--- config.mk ---
export PLATFORM = sky130hd
export DESIGN_NAME = sfir_polyphase_interp
export DESIGN_NICKNAME = d
export VERILOG_FILES = /design/src/rtl/sfir_pkg.sv /design/src/rtl/sfir_round_sat.sv /design/src/rtl/sfir_polyphase_interp.sv
export SDC_FILE = /design/constraint.sdc
export NUM_CORES = 1
export LEC_CHECK = 0
export CAP_MARGIN = 20
export CORE_MARGIN = 3
export CORE_UTILIZATION = 46
export CTS_BUF_LIST = sky130_fd_sc_hd__clkbuf_16
export CTS_CLUSTER_DIAMETER = 40
export DETAILED_ROUTE_END_ITERATION = 6
export PLACE_DENSITY_LB_ADDON = 0.15
export SYNTH_ARGS = -nofsm -noshare
export SYNTH_HDL_FRONTEND = slang
export SYNTH_SLANG_ARGS = --single-unit
--- constraint.sdc ---
create_clock -name clk_i -period 10.5 [get_ports clk_i]
set_input_delay 1.05 -clock clk_i [delete_from_list [all_inputs] [get_ports clk_i]]
set_output_delay 1.05 -clock clk_i [all_outputs]
set_load 0.03 [all_outputs]
--- src/rtl/sfir_pkg.sv ---
// Shared types and helpers for the sample-rate FIR family: accumulator sizing,
// round-half-up plus saturate, and the MAC sequencer state encoding.
package sfir_pkg;

    typedef enum logic [1:0] {
        IDLE,
        MAC,
        OUT
    } sfir_state_t;

    localparam int RS_W = 128;

    function automatic int acc_width(input int data_w, input int coef_w, input int taps);
        return data_w + coef_w + $clog2(taps) + 1;
    endfunction

    // Adds half an LSB of the result before the arithmetic shift, then clamps
    // to the signed range of data_w bits.
    function automatic logic signed [63:0] round_sat(input logic signed [RS_W-1:0] x,
                                                     input int shift,
                                                     input int data_w);
        logic signed [RS_W-1:0] r;
        logic signed [RS_W-1:0] hi;
        logic signed [RS_W-1:0] lo;
        r = x;
        if (shift > 0) begin
            r = (x + (128'sd1 <<< (shift - 1))) >>> shift;
        end
        hi = (128'sd1 <<< (data_w - 1)) - 128'sd1;
        lo = -(128'sd1 <<< (data_w - 1));
        if (r > hi) begin
            r = hi;
        end else if (r < lo) begin
            r = lo;
        end
        return 64'(r);
    endfunction

endpackage

--- src/rtl/sfir_round_sat.sv ---
// Combinational round-and-saturate from an ACC_W accumulator to DATA_WIDTH.
// Zero latency; no flow control of its own.
module sfir_round_sat
    import sfir_pkg::*;
#(
    parameter int ACC_W      = 35,
    parameter int SHIFT      = 15,
    parameter int DATA_WIDTH = 16
) (
    input  logic signed [ACC_W-1:0]      acc,
    output logic signed [DATA_WIDTH-1:0] dat
);

    if (ACC_W > RS_W) begin : g_acc_too_wide
        $error("sfir_round_sat: ACC_W exceeds helper width");
    end

    assign dat = DATA_WIDTH'(round_sat(RS_W'(acc), SHIFT, DATA_WIDTH));

endmodule

--- src/rtl/sfir_polyphase_interp.sv ---
// Polyphase x INTERP interpolator on one shared MAC; first output PT+1 cycles after input accept.
// Accepts input only when idle; holds out_data_o/out_valid_o while out_ready_i is low.
module sfir_polyphase_interp
    import sfir_pkg::*;
#(
    parameter int INTERP            = 2,
    parameter int TAP_NUM           = 8,
    parameter int DATA_WIDTH        = 16,
    parameter int COEF_WIDTH        = 16,
    parameter int COEF [TAP_NUM]    = '{-1024, 0, 9216, 16384, 9216, 0, -1024, 0},
    parameter int SHIFT             = COEF_WIDTH - 1
) (
    input  logic                         clk_i,
    input  logic                         rst_i,
    input  logic signed [DATA_WIDTH-1:0] in_data_i,
    input  logic                         in_valid_i,
    output logic                         in_ready_o,
    output logic signed [DATA_WIDTH-1:0] out_data_o,
    output logic                         out_valid_o,
    input  logic                         out_ready_i
);

    localparam int PT     = TAP_NUM / INTERP;
    localparam int PROD_W = DATA_WIDTH + COEF_WIDTH;
    localparam int ACC_W  = acc_width(DATA_WIDTH, COEF_WIDTH, PT);
    localparam int PH_W   = (INTERP > 1) ? $clog2(INTERP) : 1;
    localparam int K_W    = (PT > 1) ? $clog2(PT) : 1;

    if (TAP_NUM % INTERP != 0) begin : g_bad_taps
        $error("sfir_polyphase_interp: TAP_NUM must be a multiple of INTERP");
    end

    for (genvar g = 0; g < TAP_NUM; g++) begin : g_coef_chk
        if ((longint'(COEF[g]) > (64'sd1 <<< (COEF_WIDTH - 1)) - 64'sd1) ||
            (longint'(COEF[g]) < -(64'sd1 <<< (COEF_WIDTH - 1)))) begin : g_bad_coef
            $error("sfir_polyphase_interp: COEF entry does not fit COEF_WIDTH");
        end
    end

    sfir_state_t                  state;
    sfir_state_t                  state_nxt;
    logic [PH_W-1:0]              phase;
    logic [K_W-1:0]               k;
    logic signed [DATA_WIDTH-1:0] dl [PT];
    logic signed [ACC_W-1:0]      acc;
    logic signed [ACC_W-1:0]      acc_nxt;
    logic signed [COEF_WIDTH-1:0] coef_sel;
    logic signed [PROD_W-1:0]     prod;
    logic signed [DATA_WIDTH-1:0] rs_dat;
    logic                         last_tap;
    logic                         last_phase;

    assign last_tap   = (int'(k) == PT - 1);
    assign last_phase = (int'(phase) == INTERP - 1);
    assign in_ready_o = (state == IDLE);

    // Phase p uses the decimated tap set h[p], h[p+INTERP], h[p+2*INTERP], ...
    always_comb begin
        coef_sel = COEF_WIDTH'(COEF[int'(phase) + INTERP * int'(k)]);
        prod     = PROD_W'(dl[k]) * PROD_W'(coef_sel);
        acc_nxt  = acc + ACC_W'(prod);
    end

    sfir_round_sat #(
        .ACC_W      (ACC_W),
        .SHIFT      (SHIFT),
        .DATA_WIDTH (DATA_WIDTH)
    ) u_round_sat (
        .acc (acc_nxt),
        .dat (rs_dat)
    );

    always_ff @(posedge clk_i) begin
        if (rst_i) begin
            state <= IDLE;
        end else begin
            state <= state_nxt;
        end
    end

    always_comb begin
        state_nxt = state;
        case (state)
            IDLE:    if (in_valid_i) state_nxt = MAC;
            MAC:     if (last_tap) state_nxt = OUT;
            OUT:     if (out_ready_i) state_nxt = last_phase ? IDLE : MAC;
            default: state_nxt = IDLE;
        endcase
    end

    always_ff @(posedge clk_i) begin
        if (rst_i) begin
            for (int j = 0; j < PT; j++) begin
                dl[j] <= '0;
            end
            acc         <= '0;
            phase       <= '0;
            k           <= '0;
            out_data_o  <= '0;
            out_valid_o <= 1'b0;
        end else begin
            case (state)
                IDLE: begin
                    if (in_valid_i) begin
                        dl[0] <= in_data_i;
                        for (int j = 1; j < PT; j++) begin
                            dl[j] <= dl[j-1];
                        end
                        phase <= '0;
                        k     <= '0;
                        acc   <= '0;
                    end
                end
                MAC: begin
                    acc <= acc_nxt;
                    k   <= k + K_W'(1);
                    if (last_tap) begin
                        out_data_o  <= rs_dat;
                        out_valid_o <= 1'b1;
                    end
                end
                OUT: begin
                    if (out_ready_i) begin
                        out_valid_o <= 1'b0;
                        if (!last_phase) begin
                            phase <= phase + PH_W'(1);
                            k     <= '0;
                            acc   <= '0;
                        end
                    end
                end
                default: ;
            endcase
        end
    end

endmodule

=== Yosys cells after proc, flatten, opt, wreduce, memory -nomap -nowiden ===
Memory sizes are Yosys's and may differ from the RTL's. A register that Yosys moved wholly into a read port is not among the register bits.
Index checks and enable logic that the tools add are counted.
W data, S select, Z words.

* Bits in writable memories: 64
* Bits in latches: 0
* Memory bits (read-only): 256
* Logic and storage cells: 74
* Flip-flop bits (word level): 57
* Memories: 2
* Output and inout port bits: 18

* Bitwise logic cells: 5
* Multiplexer cells: 36
* Multipliers: 1
* $add $sub $neg: 5
* Divide/modulo/power cells: 0
* Order comparisons: 3
* Equality and inequality tests: 7
* Reduce and logical (&&, ||, !) cells: 9
* Shift operators: 0

{| class="wikitable"
|+ Memory list
! name !! words !! bits a word !! rd ports !! clocked after memory_dff !! write ports !! line !! source
|-
| (name not given) || 8 || 32 || 1 || 0 || 0 || sfir_polyphase_interp.sv:59 || <nowiki>coef_sel = COEF_WIDTH'(COEF[int'(phase) + INTERP * int'(k)]);</nowiki>
|-
| dl || 4 || 16 || 4 || 1 || 4 || sfir_polyphase_interp.sv:44 || <nowiki>logic signed [DATA_WIDTH-1:0] dl [PT];</nowiki>
|}

{| class="wikitable"
|+ Operators by type and width
! operator !! number
|-
| $mux W16 || 8
|-
| $mux W35 || 3
|-
| $pmux W35 S3 || 1
|-
| $add A35 B16 Y36 const B || 1
|-
| $add A35 B32 Y35 || 1
|-
| $ge A32 B4 Y1 const B || 1
|-
| $mul A16 B16 Y32 || 1
|-
| $not A4 Y32 || 1
|-
| $gt A21 B16 Y1 const B || 1
|-
| $lt A21 B16 Y1 const B || 1
|-
| $mux W2 || 8
|-
| $mux W1 || 12
|-
| $pmux W2 S3 || 2
|-
| $reduce_and A3 Y1 || 3
|-
| $ne A2 B2 Y1 const B || 4
|-
| $add A1 B3 Y4 || 1
|-
| $eq A2 B1 Y1 const B || 2
|-
| $or A1 B1 Y1 || 4
|-
| $pmux W1 S2 || 2
|-
| $reduce_and A4 Y1 || 1
|-
| $reduce_bool A2 Y1 || 2
|-
| $reduce_bool A3 Y1 || 1
|-
| $add A2 B1 Y2 const B || 1
|-
| $eq A2 B2 Y1 const B || 1
|-
| 3 further kinds || 3
|}

=== Longest topological paths before layout ===
* Depth in word-level cells: 11
* Mapped depth: 33

=== Cells and area by module ===
Synthesis repeated with hierarchy kept, for this count alone.

* Cells, all modules: 928
* Area, all modules: 9,410.3 µm²

{| class="wikitable"
|+ By module, submodules not included
! module !! cells an instance !! seq. area each (µm²) !! times used !! area each (µm²)
|-
| sfir_polyphase_interp || 837 || 2,902.8 || 1 || 8,831.0
|-
| sfir_round_sat || 91 || 0.0 || 1 || 579.3
|}

=== Least setup slack after synthesis ===
Ideal clock, no wire load.

* Path kind: register -> register
* Start point: register with a tool-made name
* End point: register out_data_o[2]
* Slack: 2.525 ns
* Arrival: 7.853 ns
* Period minus slack after synthesis: 7.975 ns
* Cell stages (with the launch flop): 26
* Buffers on the path: 3
* Setup time: 0.122 ns
* Data required time: 10.378 ns
* Cell sequence: dfxtp_1 -> clkbuf_1 -> buf_1 -> mux4_2 -> and2_1 -> fa_1 -> fa_1 -> fa_1 -> ha_1 -> fa_1 -> inv_1 -> fa_1 -> inv_1 -> ha_1 -> a21oi_2 -> o21ai_1 -> a311oi_1 -> mux2i_1 -> a2111oi_4 -> nor4b_4 -> and4b_1 -> nor2_1 -> o21a_1 -> o31a_1 -> buf_6 -> a221o_1

{| class="wikitable"
|+ RTL lines
! item !! line !! source
|-
| end signal: assignment || sfir_polyphase_interp.sv:118 || <nowiki>out_data_o <= rs_dat;</nowiki>
|-
| end: declaration || sfir_polyphase_interp.sv:18 || <nowiki>output logic signed [DATA_WIDTH-1:0] out_data_o,</nowiki>
|}

=== Final worst setup path ===
* Start point: register phase, in the netlist last_phase
* End point: register out_data_o[0]

* Word-level cells in the longest chain between the ends: 11

{| class="wikitable"
|+ RTL lines
! item !! line !! source
|-
| start: declaration || sfir_polyphase_interp.sv:42 || <nowiki>logic [PH_W-1:0] phase;</nowiki>
|-
| start signal: assignment || sfir_polyphase_interp.sv:126 || <nowiki>phase <= phase + PH_W'(1);</nowiki>
|-
| $add A1 B3 Y4 (*) || sfir_polyphase_interp.sv:59 ||
|-
| $not A4 Y32 (not written as such) (*) || sfir_polyphase_interp.sv:59 ||
|-
| $mem_v2 Z8 W32 (*) || n/a ||
|-
| $mux W16 (not written as such) (*) (2 in series) || sfir_polyphase_interp.sv:59 ||
|-
| $mul A16 B16 Y32 (*) || sfir_polyphase_interp.sv:60 || <nowiki>prod = PROD_W'(dl[k]) * PROD_W'(coef_sel);</nowiki>
|-
| $add A35 B32 Y35 (*) || sfir_polyphase_interp.sv:61 || <nowiki>acc_nxt = acc + ACC_W'(prod);</nowiki>
|-
| $add A35 B16 Y36 (*) || sfir_pkg.sv:27 || <nowiki>r = (x + (128'sd1 <<< (shift - 1))) >>> shift;</nowiki>
|-
| $lt A21 B16 Y1 || sfir_pkg.sv:33 || <nowiki>end else if (r < lo) begin</nowiki>
|-
| $mux W16 || sfir_pkg.sv:33 ||
|-
| $mux W16 (*) || sfir_pkg.sv:31 || <nowiki>if (r > hi) begin</nowiki>
|}

Mark *: on every way between the ends. The rest lies on a longest branch, timed or not. The select of a mux whose other input is x is not followed.
A chain may end at the register's enable or synchronous reset.

==> impl_metrics.env <==
export IMPL_arrival_ns=8.80
export IMPL_grt_usage=0.186
export IMPL_crit_slowest_cell="fa_1"
export IMPL_slew_headroom=0.378
export IMPL_fin_setup_tns_ns=0
export IMPL_required_ns=10.79
export IMPL_ys_flop_type="edfxtp_1"
export IMPL_cpLargestDelayFamily="adder cells"
export IMPL_rows=52
export IMPL_ys_ff_latch=113
export IMPL_floorplan_initialDensity=0.473
export IMPL_synth_edf_count=64
export IMPL_clkLatencyLatePin_ns=0.42
export IMPL_firstDrtPassIters=5
export IMPL_min_period_over_period=0.810
export IMPL_path_max_fanout=18
export IMPL_cts_tree="done"
export IMPL_drt_iter0_drc=292
export IMPL_fillers=1850
export IMPL_core_um2=20400
export IMPL_postCtsResizedCells=0
export IMPL_overflow=0
export IMPL_maxCapViolCount=0
export IMPL_ff_latch_area_um2=2900
export IMPL_hp_class="register to register"
export IMPL_fmax_mhz=118
export IMPL_postSynthCellCount=919
export IMPL_vias=6468
export IMPL_dp_hpwl_um=14800
export IMPL_yosysWarnings=0
export IMPL_cts_buffer_depth=2
export IMPL_ios=38
export IMPL_grt_max_degree=65
export IMPL_setup_violations_final=0
export IMPL_cts_root_buffer="clkbuf_16"
export IMPL_slowest_delay_ns=0.52
export IMPL_dieWidth_um=151
export IMPL_cts_hold_buf=0
export IMPL_post_route_drc_count=0
export IMPL_clock_skew_ns=0.0109
export IMPL_syn_to_final_growth_pct=12.4
export IMPL_status="complete, no violations"
export IMPL_hold_violations=0
export IMPL_grt_pass1_vias=6540
export IMPL_setup_worst_path_end_class="register"
export IMPL_gp_congestion=0.849
export IMPL_cts_htree_levels=4
export IMPL_syn_area_um2=9660
export IMPL_cts_made_buffers=17
export IMPL_grt_pass1_wl_um=33400
export IMPL_path_buf_inv=4
export IMPL_clock_sinks=113
export IMPL_drive_above_1_share=0.0939
export IMPL_post_route_min_period_ns=8.51
export IMPL_worstMarginPinSlew_ns=0.934
export IMPL_nNetsFinal=1134
export IMPL_routed_wirelength_um=19600
export IMPL_avgSynthCellArea_um2=10.5
export IMPL_post_cts_buffers=0
export IMPL_critPathKind="register to register"
export IMPL_antenna_left=0
export IMPL_synth_distinct_cells=86
export IMPL_diodes=0
export IMPL_die_area_um2=22800
export IMPL_ys_seq_area_frac=0.301
export IMPL_numPortBuffers=37
export IMPL_slew_violations=0
export IMPL_antenna_found_initial=0
export IMPL_path_common_cell="fa_1"
export IMPL_start_kind="register"
export IMPL_vias_per_cell=5.27
export IMPL_clkTransAtPathRegs_ns=0.06
export IMPL_die_h_um=151
export IMPL_synthArstFlopShare=0
export IMPL_wire_per_inst_um=16.0
export IMPL_multi_input_area_um2=6150
export IMPL_rsz0062_at_grt="false"
export IMPL_synth_nets=1108
worst paths after layout:
path,startpoint,end,slack (ns),cells after the start
setup / recovery,last_phase,out_data_o[0],1.99,25
hold / removal,out_data_o[15],out_data_o[15],0.45,2
setup reg to reg,last_phase,out_data_o[0],1.99,25
hold reg to reg,out_data_o[15],out_data_o[15],0.45,2
metal layers:
metal,part of all wire,global-route usage,vias to the layer above
li1,-,-,3243
met1,0.50,0.268,3098
met2,0.45,0.287,104
met3,0.029,0.0314,23
met4,0.018,0.0585,0
met5,0,0,-
kinds of logic after synthesis:
family / after synthesis / synth area share
multiplexers: 21 / 0.0426
flip-flops: 113 / 0.301
AND/OR/NAND/NOR: 285 / 0.160
XOR/XNOR: 35 / 0.0325
adder cells (fa/ha/maj): 169 / 0.284
buffers and inverters: 147 / 0.0633
AO/OA/AOI/OAI: 149 / 0.117
Yosys cell counts (all sizes together), types with 20 or more instances:
library cell / instances / area share
a21oi: 34 / 0.019
a22oi: 24 / 0.019
and2: 91 / 0.059
clkbuf: 27 / 0.010
dfxtp: 49 / 0.10
edfxtp: 64 / 0.20
fa: 84 / 0.17
ha: 85 / 0.11
inv: 106 / 0.041
nand2: 61 / 0.024
nor2: 69 / 0.027
o21ai: 20 / 0.010
xnor2: 29 / 0.027
tightest hold or removal path, delay by kind of cell, from the launching register on:
family,cells,cell delay [ns]
AND/OR/NAND/NOR,1,0.05
AO/OA/AOI/OAI,1,0.05
flip-flops,1,0.31
per-stage QoR:
stage / cell area, um^2 / util / setup slack, ns / instances / hold slack (ns)
2_1_floorplan: 9660 / - / 2.52 / 919 / 0.465
3_3_place_gp: 10200 / 0.501 / 1.81 / 1195 / 0.439
3_5_place_dp: 10200 / 0.501 / 1.52 / 1195 / 0.446
4_1_cts: 10800 / 0.531 / 1.52 / 1227 / 0.454
5_1_grt: 10900 / 0.531 / 1.36 / 1228 / 0.490
6_report: 10900 / 0.531 / 1.99 / 1228 / 0.449
area by class of cell:
| class | count | share of cell area |
|---|---|---|
| clock inverters | 15 | 0.0178 |
| repair buffers | 46 | 0.0403 |
| clock buffers | 17 | 0.0392 |
| inverters | 108 | 0.0373 |
| well taps | 270 | 0.0311 |
| flip-flops and latches | 113 | 0.267 |
| multi-input cells | 659 | 0.567 |
flip-flops by register name, indices dropped and copies added, names as in the netlist, named ones only:
| name | count |
|---|---|
| k | 2 |
| out_valid_o | 1 |
| out_data_o | 16 |
| state | 2 |
| last_phase | 1 |
| acc | 25 |
| dl | 64 |
placed cells by master, fill, tap and decap left out, types with 6 or more instances in the layout:
| master | count |
|---|---|
| inv_1 | 108 |
| and2_1 | 91 |
| ha_1 | 85 |
| fa_1 | 84 |
| nor2_1 | 68 |
| edfxtp_1 | 64 |
| nand2_1 | 60 |
| dfxtp_1 | 49 |
| clkdlybuf4s50_1 | 37 |
| a21oi_1 | 31 |
| xnor2_1 | 28 |
| a22oi_1 | 24 |
| o21ai_0 | 18 |
| clkbuf_16 | 17 |
| mux4_2 | 16 |
| a221o_1 | 10 |
| nand3_1 | 9 |
| buf_4 | 9 |
| xor2_1 | 6 |
| o21a_1 | 6 |
| nand4_1 | 6 |
| o211ai_1 | 6 |
Power is left out: the tool's default activity adds up to more than one toggle a clock period on the data nets, which glitch-free logic cannot reach.
